## src/rtl/jt10_adpcmb_rom_if.sv

```systemverilog
// jt10_adpcmb_rom_if: byte fetch bridge between the ADPCM-B driver read
// strobe and an external memory with a req/ok handshake and a timeout.
// Optional single-entry address cache: define JT10_ADPCMB_CACHE_EN.
module jt10_adpcmb_rom_if #(
  parameter int AW   = 24,
  parameter int TOUT = 31
) (
  input  logic          clk,
  input  logic          rst,
  input  logic          roe_n,
  input  logic [AW-1:0] addr,
  output logic [7:0]    data,
  output logic          busy,
  output logic [AW-1:0] mem_addr,
  output logic          mem_req,
  input  logic          mem_ok,
  input  logic [7:0]    mem_data,
  output logic          err
);

  localparam int CW = (TOUT < 1) ? 1 : $clog2(TOUT + 1);
  localparam logic [CW:0] TOUT_C = (CW + 1)'(TOUT);

  typedef enum logic [1:0] {IDLE, REQ, WAIT} state_t;

  state_t        state_q;
  logic          roe_n_q;
  logic [CW-1:0] cnt_q;
  logic [AW-1:0] pend_addr_q;
  logic          pend_v_q;
  logic [7:0]    data_q;
  logic [AW-1:0] mem_addr_q;
  logic          mem_req_q;
  logic          err_q;
  logic          hit_q;

  logic          request;
  logic          hit;
  logic [CW:0]   cnt_inc;
  logic          timeout;

  // falling edge of the read strobe against its registered copy
  assign request = roe_n_q & ~roe_n;

  // timeout fires on the WAIT cycle that brings the count up to TOUT
  assign cnt_inc = {1'b0, cnt_q} + 1'b1;
  assign timeout = (cnt_inc >= TOUT_C);

`ifdef JT10_ADPCMB_CACHE_EN
  logic [AW-1:0] tag_q;
  logic          tag_v_q;

  assign hit = request & tag_v_q & (addr == tag_q);

  // tag tracks the last successfully fetched address; a timeout discards it
  always_ff @(posedge clk) begin
    if (rst) begin
      tag_q   <= '0;
      tag_v_q <= 1'b0;
    end else if (state_q == WAIT) begin
      if (mem_ok) begin
        tag_q   <= mem_addr_q;
        tag_v_q <= 1'b1;
      end else if (timeout) begin
        tag_v_q <= 1'b0;
      end
    end
  end
`else
  assign hit = 1'b0;
`endif

  // main fetch FSM with registered outputs and one-deep pending slot
  always_ff @(posedge clk) begin
    if (rst) begin
      state_q     <= IDLE;
      roe_n_q     <= 1'b1;
      cnt_q       <= '0;
      pend_addr_q <= '0;
      pend_v_q    <= 1'b0;
      data_q      <= 8'h00;
      mem_addr_q  <= '0;
      mem_req_q   <= 1'b0;
      err_q       <= 1'b0;
      hit_q       <= 1'b0;
    end else begin
      roe_n_q <= roe_n;
      hit_q   <= 1'b0;
      case (state_q)
        IDLE: begin
          if (request) begin
            if (hit) begin
              // cached: data already holds this byte, just flag busy once
              hit_q <= 1'b1;
            end else begin
              mem_addr_q <= addr;
              mem_req_q  <= 1'b1;
              state_q    <= REQ;
            end
          end
        end
        REQ: begin
          mem_req_q <= 1'b1;
          cnt_q     <= '0;
          state_q   <= WAIT;
          if (request) begin
            pend_addr_q <= addr;
            pend_v_q    <= 1'b1;
          end
        end
        WAIT: begin
          cnt_q <= cnt_inc[CW-1:0];
          if (mem_ok || timeout) begin
            mem_req_q <= 1'b0;
            if (mem_ok) begin
              data_q <= mem_data;
            end else begin
              data_q <= 8'h00;
              err_q  <= 1'b1;
            end
            // a strobe landing on the completion cycle is newer than any
            // pending address, so it is the one that gets serviced
            if (request) begin
              mem_addr_q <= addr;
              pend_v_q   <= 1'b0;
              state_q    <= REQ;
            end else if (pend_v_q) begin
              mem_addr_q <= pend_addr_q;
              pend_v_q   <= 1'b0;
              state_q    <= REQ;
            end else begin
              state_q    <= IDLE;
            end
          end else if (request) begin
            pend_addr_q <= addr;
            pend_v_q    <= 1'b1;
          end
        end
        default: state_q <= IDLE;
      endcase
    end
  end

  assign data     = data_q;
  assign mem_addr = mem_addr_q;
  assign mem_req  = mem_req_q;
  assign err      = err_q;
  assign busy     = (state_q != IDLE) | pend_v_q | hit_q;

endmodule
```

## config.mk

```make
export PLATFORM = sky130hd
export DESIGN_NAME = jt10_adpcmb_rom_if
export DESIGN_NICKNAME = d
export VERILOG_FILES = /design/src/rtl/jt10_adpcmb_rom_if.sv
export SDC_FILE = /design/constraint.sdc
export NUM_CORES = 1
export LEC_CHECK = 0
export CAP_MARGIN = 15
export CORE_ASPECT_RATIO = 0.6
export CORE_MARGIN = 2
export CORE_UTILIZATION = 30
export DETAILED_ROUTE_END_ITERATION = 8
export SETUP_SLACK_MARGIN = 0.02
export SLEW_MARGIN = 0
export SYNTH_ARGS = -nofsm -noshare
export SYNTH_HDL_FRONTEND = slang
export SYNTH_SLANG_ARGS = --single-unit
```

## constraint.sdc

```tcl
create_clock -name clk -period 2 [get_ports clk]
set_input_delay 0.4 -clock clk [delete_from_list [all_inputs] [get_ports clk]]
set_output_delay 0.4 -clock clk [all_outputs]
set_load 0.1 [all_outputs]
```

* Word level (Yosys, flattened, before mapping)
Index checks and enable logic that the tools add are counted.
Storage, ports and cells: bits of input ports 36, bits in registers 67, logic and storage cells 54
Operators by class: eq/ne operators 6, magnitude comparators 1, add/sub/neg operators 1, bitwise operators 4, multiplexer cells 21, reduce and logical (&&, ||, !) cells 12
Operators by type and width (count):
- 24-bit two-way mux | 6
- 24-bit one-hot mux with 2 select lines | 2
- 5-bit one-hot mux with 2 select lines | 1
- 8-bit two-way mux | 1
- 5-bit by 1-bit adder with 6-bit output, second input constant | 1
- 6-bit by 5-bit >= comparator with 1-bit output, second input constant | 1
- 1-bit two-way mux | 6
- 2-bit != test, second input constant | 3
- 2-bit one-hot mux with 3 select lines | 1
- 2-bit AND reduction | 3
- 3-bit AND reduction | 2
- 2-bit nonzero test | 3
- 2-bit two-way mux | 2
- 4-bit AND reduction | 1
- 3-bit != test, second input constant | 1
- 1-bit one-hot mux with 3 select lines | 1
- 3-bit nonzero test | 1
- 2-bit by 1-bit == test with 1-bit output, second input constant | 1
- 2-bit == test, second input constant | 1
- 2-bit logical NOT | 1
- 1-bit inverter | 2
- 1-bit one-hot mux with 2 select lines | 1
- 1-bit bitwise AND | 1
- 1-bit logical OR | 1
- 1-bit OR | 1

* Logic depth before layout (Yosys ltp)
Gate-level depths: netlist of the first run.
depth after elaboration 5, depth in mapped cells 10, gate-level depth less buffers 7

* Least setup slack after synthesis of the first run
Ideal clock, no wire load.
path type reg-to-reg, from reg state_q[0], to reg mem_addr_q[23], in the netlist mem_addr[23], data arrival time 1743 ps, period minus slack after synthesis 1814 ps, path buffers 2, path slack 186 ps, library setup time 71 ps, stages on the path, launching flop included 10, cells stage by stage dfxtp_1 -> inv_1 -> ha_1 -> buf_2 -> nor2b_1 -> o21a_1 -> a21boi_4 -> buf_6 -> or3_1 -> a21oi_1
Between the ends: word-level cells in the longest chain between the ends 3, elaborated cells between the ends (all ways) 8
Ends and longest elaborated chain:
- from (decl) | line 26 | state_t state_q;
- from (signal assigned) | line 76 | state_q <= IDLE;
- from (signal assigned) | line 98 | state_q <= REQ;
- from (signal assigned) | line 105 | state_q <= WAIT;
- 2-bit == test or 2-bit logical NOT (tied branches) | line 89 | case (state_q)
- 3-bit != test (no line), or another cell as far along
- 4-bit AND reduction (no line)
- to (signal assigned) | line 96 | mem_addr_q <= addr;
- to (signal assigned) | line 124 | mem_addr_q <= addr;
- to (signal assigned) | line 128 | mem_addr_q <= pend_addr_q;
- to (decl) | line 32 | logic [AW-1:0] mem_addr_q;
Parallel ways exist; a longest one is shown, timed or not. A chain may end at the register's enable or synchronous reset.

* Worst setup path in the final report of the first run
from reg state_q[0], to reg mem_addr_q[10], in the netlist mem_addr[10]
Same word-level chain as after synthesis.

==> load_flow_metrics.sql, run 1 <==
INSERT INTO impl_metrics (metric_group, metric, value, unit) VALUES
('run_status', 'outcome', 'finished clean', ''),
('setup_path', 'worst-endpoint-required', '2260', 'ps'),
('grt', 'overall_overflow_remaining_after_global_route', '0', ''),
('sta', 'timing_max_transition_violations_final', '0', ''),
('sta', 'clock-skew-final', '5.927', 'ps'),
('floorplan', 'io_pins', '71', ''),
('floorplan', 'core_area', '10560', 'um2'),
('yosys', 'ys_ff_latch', '67', ''),
('power', 'cellPowerDensity', '1263', 'nW/um2'),
('cts', 'clk_pin_slew', '60', 'ps'),
('routing', 'drt.antenna.violating_nets', '0', ''),
('cts', 'worstSkewPairLatency', '330', 'ps'),
('power', 'peakVddDrop', '0.0006479', 'V'),
('cts', 'cts_buffer_depth', '2', ''),
('place', 'dp.cells', '561', ''),
('sta', 'setup_viol', '0', ''),
('flow_run', 'cap_violations', '0', ''),
('yosys', 'total_of_warnings_raised_by_yosys', '0', ''),
('cells_and_area', 'final_core_util', '0.4214', ''),
('setup_path', 'arrival', '2170', 'ps'),
('place', 'preCtsSetupSlack', '-230.6', 'ps'),
('setup_path', 'cp_slowest_stage_delay', '390', 'ps'),
('routing', 'drt_wl_total', '7.891', 'mm'),
('cts', 'cts-htree-levels', '3', ''),
('yosys', 'seq_area_frac_synth', '0.4128', ''),
('grt', 'grt_start_max_net_pins', '61', ''),
('power', 'static-leakage-power', '1.826', 'nW'),
('setup_path', 'cpMaxStageDelayCell', 'sky130_fd_sc_hd__or3_1', ''),
('routing', 'num_vias', '2738', ''),
('floorplan', 'initial_core_util', '0.3077', ''),
('yosys', 'netlist_instances', '363', ''),
('floorplan', 'die_w', '138.4', 'um'),
('cells_and_area', 'finish.instance_area', '4449', 'um2'),
('setup_path', 'critical_path.top_delay_family', 'simple AND/OR/NAND/NOR gates', ''),
('sta', 'max_freq', '0.5239', 'GHz'),
('power', 'clock_power_share', '0.305', ''),
('sta', 'setup_total_negative_slack', '0', 'ps'),
('power', 'internal_power_consumption', '3.328', 'mW'),
('routing', 'detail_route.drc_violations', '0', ''),
('setup_path', 'critical_path.endpoint_type', 'register', ''),
('cells_and_area', 'proportion_of_layout_cells_with_a_drive_suffix_above_1', '0.2009', ''),
('setup_path', 'critical_path_class', 'register to register', ''),
('setup_path', 'cp_max_fo', '38', ''),
('floorplan', 'die-height', '84.62', 'um'),
('yosys', 'post_synth_instance_area', '3249', 'um2'),
('setup_path', 'startpoint_type', 'register', ''),
('power', 'share_comb_of_total_power', '0.401', ''),
('sta', 'timing_hold_violations_final', '0', ''),
('power', 'switching_power', '2.291', 'mW'),
('cts', 'cts_sinks', '67', ''),
('power', 'p_seq_frac', '0.294', ''),
('setup_path', 'worstPathCellList', 'inv_1 -> ha_1 -> nor2b_2 -> o21a_1 -> a21boi_4 -> buf_12 -> or3_1 -> a21oi_1', ''),
('sta', 'fin_crit', '1909', 'ps'),
('hold_path', 'min-delay-path-class', 'input port to register', ''),
('yosys', 'synthesis.nets', '405', ''),
('setup_path', 'crit_buf_inv', '2', ''),
('cts', 'cts_made_buffers', '9', ''),
('grt', 'initial_antenna_violation_count', '0', ''),
('cts', 'cts_setup_buffers', '0', ''),
('place', 'placed_area', '4101', 'um2'),
('cts', 'clk_root_buffer_cell', 'sky130_fd_sc_hd__clkbuf_16', ''),
('power', 'netSwitchingFraction', '0.4078', ''),
('cells_and_area', 'finish.net_count', '475', ''),
('routing', 'post_drt_wl_per_cell', '13.68', 'um'),
('sta', 'final_min_period_over_clock_period', '0.9543', ''),
('yosys', 'post_synth_num_cell_types', '39', ''),
('grt', 'first_global_vias', '2607', ''),
('floorplan', 'dieArea', '11710', 'um2'),
('routing', 'first_pass_iters', '4', ''),
('place', 'io_buffer_count', '70', ''),
('routing', 'initialDrtViolationCount', '185', ''),
('cells_and_area', 'post_layout_nonfiller_instances', '577', ''),
('grt', 'grt_pass1_wl', '13.04', 'mm'),
('sta', 'grt_setup_unrepaired', 'false', ''),
('sta', 'maxSlewHeadroom', '0.7738', ''),
('routing', 'detail_route.vias_per_cell', '4.745', ''),
('cells_and_area', 'area_growth_syn_to_layout', '36.93', '%'),
('place', 'dp.final_hpwl', '5.464', 'mm'),
('yosys', 'synth_area_per_cell', '8.951', 'um2'),
('grt', 'gr-usage-all-layers', '0.1416', ''),
('sta', 'finalWorstSetupSlack', '91.41', 'ps'),
('cts', 'tritoncts', 'yes', ''),
('sta', 'tightestPinTransition', '338.7', 'ps'),
('floorplan', 'std_cell_rows', '29', ''),
('cells_and_area', 'ant_diodes', '0', ''),
('place', 'gpl.final_weighted_congestion', '0.8311', '');
-- what timing repair did --
item                                    4_1_cts  5_1_grt
resized for setup                             0       10
hold buffers                                  0        0
endpoints found under the setup margin        0       41
-- through the flow --
stage	hold slack, ps	power [mW]
2_1_floorplan	448.0	3.326
3_3_place_gp	456.9	3.890
3_5_place_dp	462.1	3.931
4_1_cts	374.4	5.684
5_1_grt	398.0	5.891
6_report	390.3	5.619
-- cell usage after synthesis (all sizes together) --
cell type / number / area, um2
nand2b: 50 / 320.3
and2b: 1 / 8.760
or3: 25 / 156.4
dfxtp: 67 / 1341
a211o: 1 / 8.760
mux2i: 48 / 480.5
clkbuf: 18 / 70.07
buf: 9 / 67.55
o21a: 1 / 7.510
inv: 6 / 22.52
nor2: 12 / 47.55
a21oi: 43 / 226.5
a21boi: 1 / 18.77
a22oi: 1 / 7.510
o211ai: 1 / 7.510
a21o: 1 / 7.510
nand2: 15 / 58.81
o31ai: 1 / 7.510
a32oi: 1 / 8.760
o21ai: 38 / 193.9
ha: 6 / 75.07
nor2b: 3 / 18.77
or2: 1 / 6.260
a211oi: 1 / 12.51
and2: 1 / 6.260
and3: 1 / 6.260
o211a: 1 / 10.01
nand3: 5 / 25.02
o22ai: 1 / 6.260
nor3: 3 / 15.01
-- registers in the layout, summed over array words and instances, names as in the netlist --
name         flops
mem_addr        24
pend_addr_q     24
data             8
cnt_q            5
state_q          2
err              1
mem_req          1
pend_v_q         1
roe_n_q          1
-- power by group through the flow --
stage | clock network, mW | logic [mW] | registers, mW
after floorplan | 0 | 0.772 | 2.55
after detailed placement | 0 | 2.26 | 1.68
after global routing | 1.83 | 2.38 | 1.67
after global placement | 0 | 2.22 | 1.67
after CTS | 1.78 | 2.26 | 1.65
final | 1.71 | 2.26 | 1.65
-- worst reg2reg max path, cell delays in order (launching register included) --
cell                       delay, ps
sky130_fd_sc_hd__dfxtp_2         350
sky130_fd_sc_hd__inv_1            70
sky130_fd_sc_hd__ha_1            250
sky130_fd_sc_hd__nor2b_2         190
sky130_fd_sc_hd__o21a_1          130
sky130_fd_sc_hd__a21boi_4        150
sky130_fd_sc_hd__buf_12          160
sky130_fd_sc_hd__or3_1           400
sky130_fd_sc_hd__a21oi_1         150
-- layout by cell type, fill, tap and decap left out, types with 2 or more instances in the layout --
cell / instances
sky130_fd_sc_hd__a21oi_1: 40
sky130_fd_sc_hd__a21oi_2: 2
sky130_fd_sc_hd__buf_12: 7
sky130_fd_sc_hd__buf_4: 44
sky130_fd_sc_hd__bufinv_16: 2
sky130_fd_sc_hd__clkbuf_16: 9
sky130_fd_sc_hd__clkdlybuf4s50_1: 34
sky130_fd_sc_hd__clkinvlp_4: 2
sky130_fd_sc_hd__dfxtp_1: 63
sky130_fd_sc_hd__dfxtp_2: 4
sky130_fd_sc_hd__ha_1: 5
sky130_fd_sc_hd__inv_1: 5
sky130_fd_sc_hd__mux2i_1: 48
sky130_fd_sc_hd__nand2_1: 14
sky130_fd_sc_hd__nand2b_1: 49
sky130_fd_sc_hd__nand3_1: 5
sky130_fd_sc_hd__nor2_1: 11
sky130_fd_sc_hd__nor2b_2: 2
sky130_fd_sc_hd__nor3_1: 3
sky130_fd_sc_hd__o21ai_0: 37
sky130_fd_sc_hd__or3_1: 25
-- final timing paths --
| path | startpoint | end | slack [ps] | cells past startpoint |
|---|---|---|---|---|
| setup / recovery | state_q[0] | mem_addr[10] | 90 | 8 |
| hold / removal | rst | data[4] | 390 | 2 |
| setup reg to reg | state_q[0] | mem_addr[10] | 90 | 8 |
| hold reg to reg | pend_addr_q[8] | pend_addr_q[8] | 470 | 2 |
-- final cells by class --
| class | count | area, um2 |
|---|---|---|
| Timing Repair Buffer | 86 | 815.8 |
| Inverter | 6 | 22.52 |
| Clock inverter | 6 | 88.84 |
| Clock buffer | 10 | 239.0 |
| Multi-Input combinational cell | 263 | 1763 |
| Tap cell | 139 | 173.9 |
| Sequential cell | 67 | 1346 |
| Fill cell | 1036 | 6110 |
-- cells by family (layout without fill, tap and decap cells) --
kind of cell | Yosys count | count (layout) | synth area share
AND/OR/NAND/NOR | 117 | 117 | 0.2060
AO/OA/AOI/OAI | 92 | 92 | 0.1610
flip-flops | 67 | 67 | 0.4128
multiplexers | 48 | 48 | 0.1479
buffers and inverters | 33 | 108 | 0.04928
adder cells (fa/ha/maj) | 6 | 6 | 0.02310
-- per-layer routing --
layer	up-vias	global-route usage	share of wire	wire [um]
met3	11	0.05305	0.063	500
li1	1402	-	-	-
met4	0	0.05659	0.014	113
met2	77	0.2034	0.41	3256
met1	1248	0.1921	0.51	4020
met5	-	0	0	0
No activity file was read; power rests on OpenSTA's default activity.
==> run 2: changes to the inputs <==
- CAP_MARGIN: 15 -> unset
- CORE_ASPECT_RATIO: 0.6 -> 1.25
==> run 2 against run 1 <==
Against the previous run:
- worst setup slack better by 34 ps
- sequential share of layout area is 0.13 points higher
- worst hold slack better by 82 ps
- die area is 0.19% lower
- register-to-register slack better by 50 ps
- clock power is 5% lower
- power is 0.48% lower
==> load_flow_metrics.sql, run 2 (synthesis results as in run 1) <==
INSERT INTO impl_metrics (metric_group, metric, value, unit) VALUES
('run_status', 'outcome', 'finished clean', ''),
('routing', 'drt.antenna.violating_nets', '0', ''),
('hold_path', 'hold_start', 'pend_addr_q[12]', ''),
('power', 'peakVddDrop', '0.0005722', 'V'),
('setup_path', 'crit-reg2reg-launch', 'state_q[0]', ''),
('setup_path', 'cp_max_fo', '24', ''),
('grt', 'gr-usage-all-layers', '0.1311', ''),
('setup_path', 'r2r.worst_path.cells', '9', ''),
('floorplan', 'die-height', '120.4', 'um'),
('grt', 'initial_antenna_violation_count', '0', ''),
('grt', 'grt_start_max_net_pins', '49', ''),
('cts', 'cts_made_buffers', '9', ''),
('cts', 'worstSkewPairLatency', '330', 'ps'),
('cells_and_area', 'ant_diodes', '0', ''),
('cells_and_area', 'area_growth_syn_to_layout', '36.35', '%'),
('power', 'cellPowerDensity', '1262', 'nW/um2'),
('setup_path', 'arrival', '2070', 'ps'),
('setup_path', 'crit_end', 'mem_addr[21]', ''),
('setup_path', 'worst-endpoint-required', '2190', 'ps'),
('grt', 'grt_pass1_wl', '12.39', 'mm'),
('setup_path', 'worst_setup_path_startpoint', 'roe_n', ''),
('sta', 'grt_setup_unrepaired', 'false', ''),
('cells_and_area', 'final_common_cell', 'sky130_fd_sc_hd__dfxtp_1', ''),
('setup_path', 'critical_path_class', 'input port to register', ''),
('cells_and_area', 'proportion_of_layout_cells_with_a_drive_suffix_above_1', '0.1941', ''),
('sta', 'timing_hold_violations_final', '0', ''),
('cts', 'tritoncts', 'yes', ''),
('floorplan', 'io_pins', '71', ''),
('setup_path', 'r2r_setup_slack', '140', 'ps'),
('cts', 'cts-hold-fix-buffers', '0', ''),
('cts', 'cts_sinks', '67', ''),
('setup_path', 'terminus_of_the_critical_flop_to_flop_path', 'mem_addr[21]', ''),
('sta', 'setup_viol', '0', ''),
('cells_and_area', 'finish.net_count', '475', ''),
('hold_path', 'min-delay-path-class', 'register to register', ''),
('cts', 'cts-htree-levels', '3', ''),
('power', 'report.power.total', '5.592', 'mW'),
('grt', 'overall_overflow_remaining_after_global_route', '0', ''),
('routing', 'post_drt_wl_per_cell', '13.51', 'um'),
('cts', 'clk_root_buffer_cell', 'sky130_fd_sc_hd__clkbuf_16', ''),
('place', 'gpl.final_weighted_congestion', '0.7638', ''),
('cells_and_area', 'mostFrequentLayoutCells', '63 x sky130_fd_sc_hd__dfxtp_1, 49 x sky130_fd_sc_hd__nand2b_1, 48 x sky130_fd_sc_hd__mux2i_1', ''),
('routing', 'drt_wl_total', '7.700', 'mm'),
('sta', 'setup_total_negative_slack', '0', 'ps'),
('place', 'io_buffer_count', '70', ''),
('flow_run', 'cap_violations', '0', ''),
('cells_and_area', 'fill_cells', '1025', ''),
('sta', 'max_freq', '0.5333', 'GHz'),
('floorplan', 'core_area', '10560', 'um2'),
('sta', 'clock-skew-final', '7.044', 'ps'),
('place', 'dp.final_hpwl', '5.123', 'mm'),
('routing', 'num_vias', '2713', ''),
('routing', 'detail_route.drc_violations', '0', ''),
('cells_and_area', 'final_core_util', '0.4195', ''),
('floorplan', 'initial_core_util', '0.3076', ''),
('sta', 'fin_crit', '1875', 'ps'),
('setup_path', 'startpoint_type', 'input port', ''),
('sta', 'final_min_period_over_clock_period', '0.9375', ''),
('routing', 'first_pass_iters', '4', ''),
('routing', 'detail_route.vias_per_cell', '4.760', ''),
('power', 'static-leakage-power', '1.834', 'nW'),
('setup_path', 'critical_path.endpoint_type', 'register', ''),
('sta', 'maxSlewHeadroom', '0.6239', ''),
('cts', 'clk_pin_slew', '50', 'ps'),
('routing', 'initialDrtViolationCount', '112', ''),
('floorplan', 'die_w', '97.09', 'um'),
('sta', 'timing_max_transition_violations_final', '0', ''),
('grt', 'first_global_vias', '2604', ''),
('floorplan', 'std_cell_rows', '42', ''),
('floorplan', 'dieArea', '11680', 'um2'),
('sta', 'tightestPinTransition', '564.1', 'ps'),
('cts', 'cts_buffer_depth', '2', '');
[run 2: worst min-delay path by stage]
| stage | end | slack, ps | cells past startpoint |
|---|---|---|---|
| global route | pend_addr_q[5] | 490 | 2 |
| global placement | pend_addr_q[10] | 460 | 2 |
| CTS | mem_addr[23] | 470 | 2 |
| detailed placement | pend_addr_q[12] | 470 | 2 |
| floorplan | pend_addr_q[0] | 450 | 2 |
| finish | pend_addr_q[12] | 470 | 2 |
[run 2: metrics by stage]
stage | cell area (um2) | setup slack (ps) | hold slack [ps] | std cells
global route | 4431 | 17.86 | 486.6 | 570
detailed placement | 4065 | -206.2 | 465.5 | 552
finish | 4431 | 124.9 | 472.8 | 570
floorplan | 3249 | 186.0 | 448.0 | 363
global placement | 4065 | -169.9 | 456.6 | 552
CTS | 4382 | 55.50 | 472.3 | 568
[run 2: metal layers]
layer	GRT usage	part of all wire	vias up
li1	-	-	1399
met5	0	0	-
met1	0.1616	0.45	1247
met3	0.03121	0.044	10
met2	0.2183	0.49	57
met4	0.05722	0.016	0
[run 2: cell type report]
| class | count | area, um2 | share of cell area |
|---|---|---|---|
| well taps | 132 | 165.2 | 0.03728 |
| multi-input cells | 263 | 1758 | 0.3968 |
| repair buffers | 86 | 824.5 | 0.1861 |
| clock buffers | 12 | 266.5 | 0.06015 |
| inverters | 6 | 22.52 | 0.005083 |
| clock inverters | 4 | 47.55 | 0.01073 |
| flip-flops and latches | 67 | 1346 | 0.3039 |
[run 2: where the power goes]
part / total (mW) / internal (mW) / switching, mW
logic: 2.32 / 0.719 / 1.60
registers: 1.65 / 1.53 / 0.115
clock network: 1.63 / 1.06 / 0.567
[run 2: timing repair]
item                                   CTS  global route
gates cloned                             0             1
endpoints found under the hold margin    0             0
setup endpoints to repair                7            29
buffers inserted                         0             1
gates resized for setup                  1             7
pin swaps                                0             1
[run 2: critical path, cell delays in order]
cell and delay (ps):
sky130_fd_sc_hd__clkdlybuf4s50_1 430, sky130_fd_sc_hd__and2b_2 250, sky130_fd_sc_hd__nor3_1 50, sky130_fd_sc_hd__a211o_1 320, sky130_fd_sc_hd__buf_4 160, sky130_fd_sc_hd__clkbuf_16 180
sky130_fd_sc_hd__o21ai_0 200, sky130_fd_sc_hd__a21oi_2 70
==> run 3: changes to the inputs <==
- clock period: 2 -> 1.7 ns (I/O delays scaled with it)
==> run 3 against run 2 <==
Against the previous run:
- the flow now finishes with violations (setup timing)
- worst setup slack lost 200 ps
- global-route usage grew 1.8 points
- clock skew is essentially flat
- power grew 35%
- utilization grew 8.4 points
==> load_flow_metrics.sql, run 3 (synthesis results as in run 1) <==
INSERT INTO impl_metrics (metric_group, metric, value, unit) VALUES
('floorplan', 'core_area', '10560', 'um2'),
('sta', 'maxSlewHeadroom', '0.7591', ''),
('sta', 'grt_setup_unrepaired', 'true', ''),
('cts', 'clk_root_buffer_cell', 'sky130_fd_sc_hd__clkbuf_16', ''),
('cts', 'cts_buffer_depth', '2', ''),
('setup_path', 'crit_buf_inv', '3', ''),
('sta', 'max_freq', '0.5641', 'GHz'),
('routing', 'num_vias', '2899', ''),
('cells_and_area', 'area_growth_syn_to_layout', '63.61', '%'),
('floorplan', 'initial_core_util', '0.3076', ''),
('grt', 'gr_layer_usage_met1', '0.1870', ''),
('grt', 'grt_start_max_net_pins', '92', ''),
('setup_path', 'cpMaxStageDelayCell', 'sky130_fd_sc_hd__dfxtp_4', ''),
('cts', 'clk_pin_slew', '60', 'ps'),
('grt', 'overall_overflow_remaining_after_global_route', '0', ''),
('cts', 'cts-hold-fix-buffers', '0', ''),
('floorplan', 'die_w', '97.09', 'um'),
('cells_and_area', 'fill_cells', '925', ''),
('flow_run', 'cap_violations', '0', ''),
('cts', 'cts_sinks', '67', ''),
('power', 'cellPowerDensity', '1417', 'nW/um2'),
('setup_path', 'worst_setup_path_startpoint', 'cnt_q[0]', ''),
('cells_and_area', 'final_core_util', '0.5033', ''),
('cts', 'cts-htree-levels', '3', ''),
('run_status', 'outcome', 'complete, but fails checks', ''),
('grt', 'initial_antenna_violation_count', '0', ''),
('floorplan', 'std_cell_rows', '42', ''),
('routing', 'post_drt_wl_per_cell', '14.81', 'um'),
('setup_path', 'crit-reg2reg-launch', 'cnt_q[0]', ''),
('setup_path', 'critical_path_class', 'register to register', ''),
('grt', 'grt_pass1_wl', '14.09', 'mm'),
('cells_and_area', 'proportion_of_layout_cells_with_a_drive_suffix_above_1', '0.3377', ''),
('grt', 'gr-usage-all-layers', '0.1494', ''),
('setup_path', 'terminus_of_the_critical_flop_to_flop_path', 'pend_addr_q[15]', ''),
('sta', 'timing_hold_violations_final', '0', ''),
('routing', 'initialDrtViolationCount', '129', ''),
('setup_path', 'startpoint_type', 'register', ''),
('floorplan', 'dieArea', '11680', 'um2'),
('cts', 'worstSkewPairLatency', '330', 'ps'),
('routing', 'drt_wl_total', '8.752', 'mm'),
('sta', 'final.hold.worst_slack', '361.6', 'ps'),
('sta', 'setup_viol', '44', ''),
('sta', 'clock-skew-final', '7.230', 'ps'),
('power', 'peakVddDrop', '0.0008112', 'V'),
('cells_and_area', 'ant_diodes', '0', ''),
('cells_and_area', 'final_common_cell', 'sky130_fd_sc_hd__dfxtp_1', ''),
('setup_path', 'critical_path.top_delay_family', 'compound AO/OA/AOI/OAI gates', ''),
('cells_and_area', 'mostFrequentLayoutCells', '62 x sky130_fd_sc_hd__dfxtp_1, 48 x sky130_fd_sc_hd__nand2b_1, 48 x sky130_fd_sc_hd__mux2i_1', ''),
('grt', 'grt_util_met3', '0.03815', ''),
('cts', 'cts_made_buffers', '9', ''),
('hold_path', 'min-delay-path-class', 'input port to register', ''),
('sta', 'fin_crit', '1773', 'ps'),
('setup_path', 'crit_end', 'pend_addr_q[15]', ''),
('cts', 'tritoncts', 'yes', ''),
('setup_path', 'cp_slowest_stage_delay', '350', 'ps'),
('setup_path', 'cp_max_fo', '7', ''),
('sta', 'timing_max_transition_violations_final', '0', ''),
('setup_path', 'r2r.worst_path.cells', '8', ''),
('place', 'io_buffer_count', '70', ''),
('setup_path', 'r2r_setup_slack', '-70', 'ps'),
('run_status', 'violated_checks', 'setup timing', ''),
('setup_path', 'arrival', '2030', 'ps'),
('routing', 'detail_route.drc_violations', '0', ''),
('place', 'gpl.final_weighted_congestion', '0.7140', ''),
('setup_path', 'worstPathCellList', 'buf_6 -> and3_4 -> o211ai_1 -> o21ai_2 -> a21oi_4 -> buf_12 -> buf_12 -> mux2i_1', ''),
('routing', 'detail_route.vias_per_cell', '4.905', ''),
('grt', 'global_route.usage.met2', '0.2500', ''),
('cells_and_area', 'finish.net_count', '496', ''),
('setup_path', 'critical_path.endpoint_type', 'register', ''),
('floorplan', 'io_pins', '71', ''),
('routing', 'first_pass_iters', '5', ''),
('setup_path', 'critical_path_cell_count', '8', ''),
('grt', 'global_route.peak_usage_layer', 'met2', ''),
('setup_path', 'worst-endpoint-required', '1960', 'ps'),
('sta', 'finalWorstSetupSlack', '-72.64', 'ps'),
('routing', 'drt.antenna.violating_nets', '0', ''),
('place', 'dp.final_hpwl', '5.411', 'mm'),
('sta', 'final_min_period_over_clock_period', '1.043', ''),
('power', 'static-leakage-power', '2.108', 'nW'),
('sta', 'tightestPinTransition', '361.3', 'ps'),
('setup_path', 'cpMostUsedCell', 'sky130_fd_sc_hd__buf_12', ''),
('floorplan', 'die-height', '120.4', 'um'),
('grt', 'first_global_vias', '2853', '');
run 3: cell types whose count changed in the layout (fill, tap and decap cells not counted), moves of 4 or more:
| cell | previous run | this run |
|---|---|---|
| sky130_fd_sc_hd__o21ai_1 | 0 | 13 |
| sky130_fd_sc_hd__or3_4 | 0 | 14 |
| sky130_fd_sc_hd__ha_1 | 6 | 2 |
| sky130_fd_sc_hd__or3_1 | 25 | 11 |
| sky130_fd_sc_hd__a21oi_2 | 2 | 15 |
| sky130_fd_sc_hd__buf_12 | 6 | 42 |
| sky130_fd_sc_hd__buf_6 | 1 | 8 |
| sky130_fd_sc_hd__o21ai_0 | 37 | 17 |
| sky130_fd_sc_hd__buf_4 | 43 | 19 |
| sky130_fd_sc_hd__inv_1 | 6 | 2 |
| sky130_fd_sc_hd__o21ai_2 | 1 | 8 |
| sky130_fd_sc_hd__a21oi_1 | 40 | 27 |
run 3: per-layer routing:
layer / up-vias / wire, um
met5: - / 0
met4: 0 / 110
met3: 10 / 396
met2: 69 / 4303
met1: 1375 / 3942
li1: 1445 / -
run 3: worst reg2reg max path, delay by kind of cell (launching register included):
kind                   cells  cell delay (ps)
buffers and inverters      3              400
AND/OR/NAND/NOR            1              160
multiplexers               1              190
AO/OA/AOI/OAI              3              600
flip-flops                 1              350
run 3: final cells by class:
cell class / instances / area (um2) / share of cell area
Multi-Input combinational cell: 263 / 1982 / 0.3728
Timing Repair Buffer: 107 / 1490 / 0.2803
Sequential cell: 67 / 1353 / 0.2544
Clock buffer: 9 / 225.2 / 0.04236
Tap cell: 132 / 165.2 / 0.03107
Clock inverter: 7 / 76.32 / 0.01436
Inverter: 6 / 25.02 / 0.004707
run 3: how the worst min path moves through the flow:
| stage | start | to | slack, ps | depth (start not counted) |
|---|---|---|---|---|
| 2_1_floorplan | roe_n | roe_n_q | 450 | 1 |
| 3_3_place_gp | pend_addr_q[15] | pend_addr_q[15] | 460 | 2 |
| 3_5_place_dp | pend_addr_q[0] | pend_addr_q[0] | 470 | 2 |
| 4_1_cts | roe_n | roe_n_q | 360 | 2 |
| 5_1_grt | roe_n | roe_n_q | 370 | 2 |
| 6_report | roe_n | roe_n_q | 360 | 2 |
run 3: repair_timing:
item	4_1_cts	5_1_grt
resized for setup	36	55
endpoints found under the setup margin	49	60
buffers inserted	10	2
pin swaps	4	32
gates cloned	4	1
run 3: power breakdown:
group	total (mW)	leakage [nW]	internal, mW	switching, mW
sequential	2.02	0.549	1.80	0.223
combinational	3.64	1.42	1.56	2.08
clock	1.87	0.142	1.14	0.726
run 3: metrics by stage:
| stage | total power, mW | worst slack (ps) | std cells | TNS [ps] | instance area, um2 |
|---|---|---|---|---|---|
| detailed placement | 5.117 | -442.9 | 562 | -13860 | 4599 |
| global route | 7.846 | -144.9 | 591 | -5680 | 5316 |
| CTS | 7.371 | -38.96 | 591 | -596.0 | 5144 |
| finish | 7.534 | -72.64 | 591 | -1799 | 5316 |
| global placement | 5.073 | -400.5 | 562 | -12520 | 4599 |
| floorplan | 3.972 | 21.16 | 363 | 0 | 3298 |
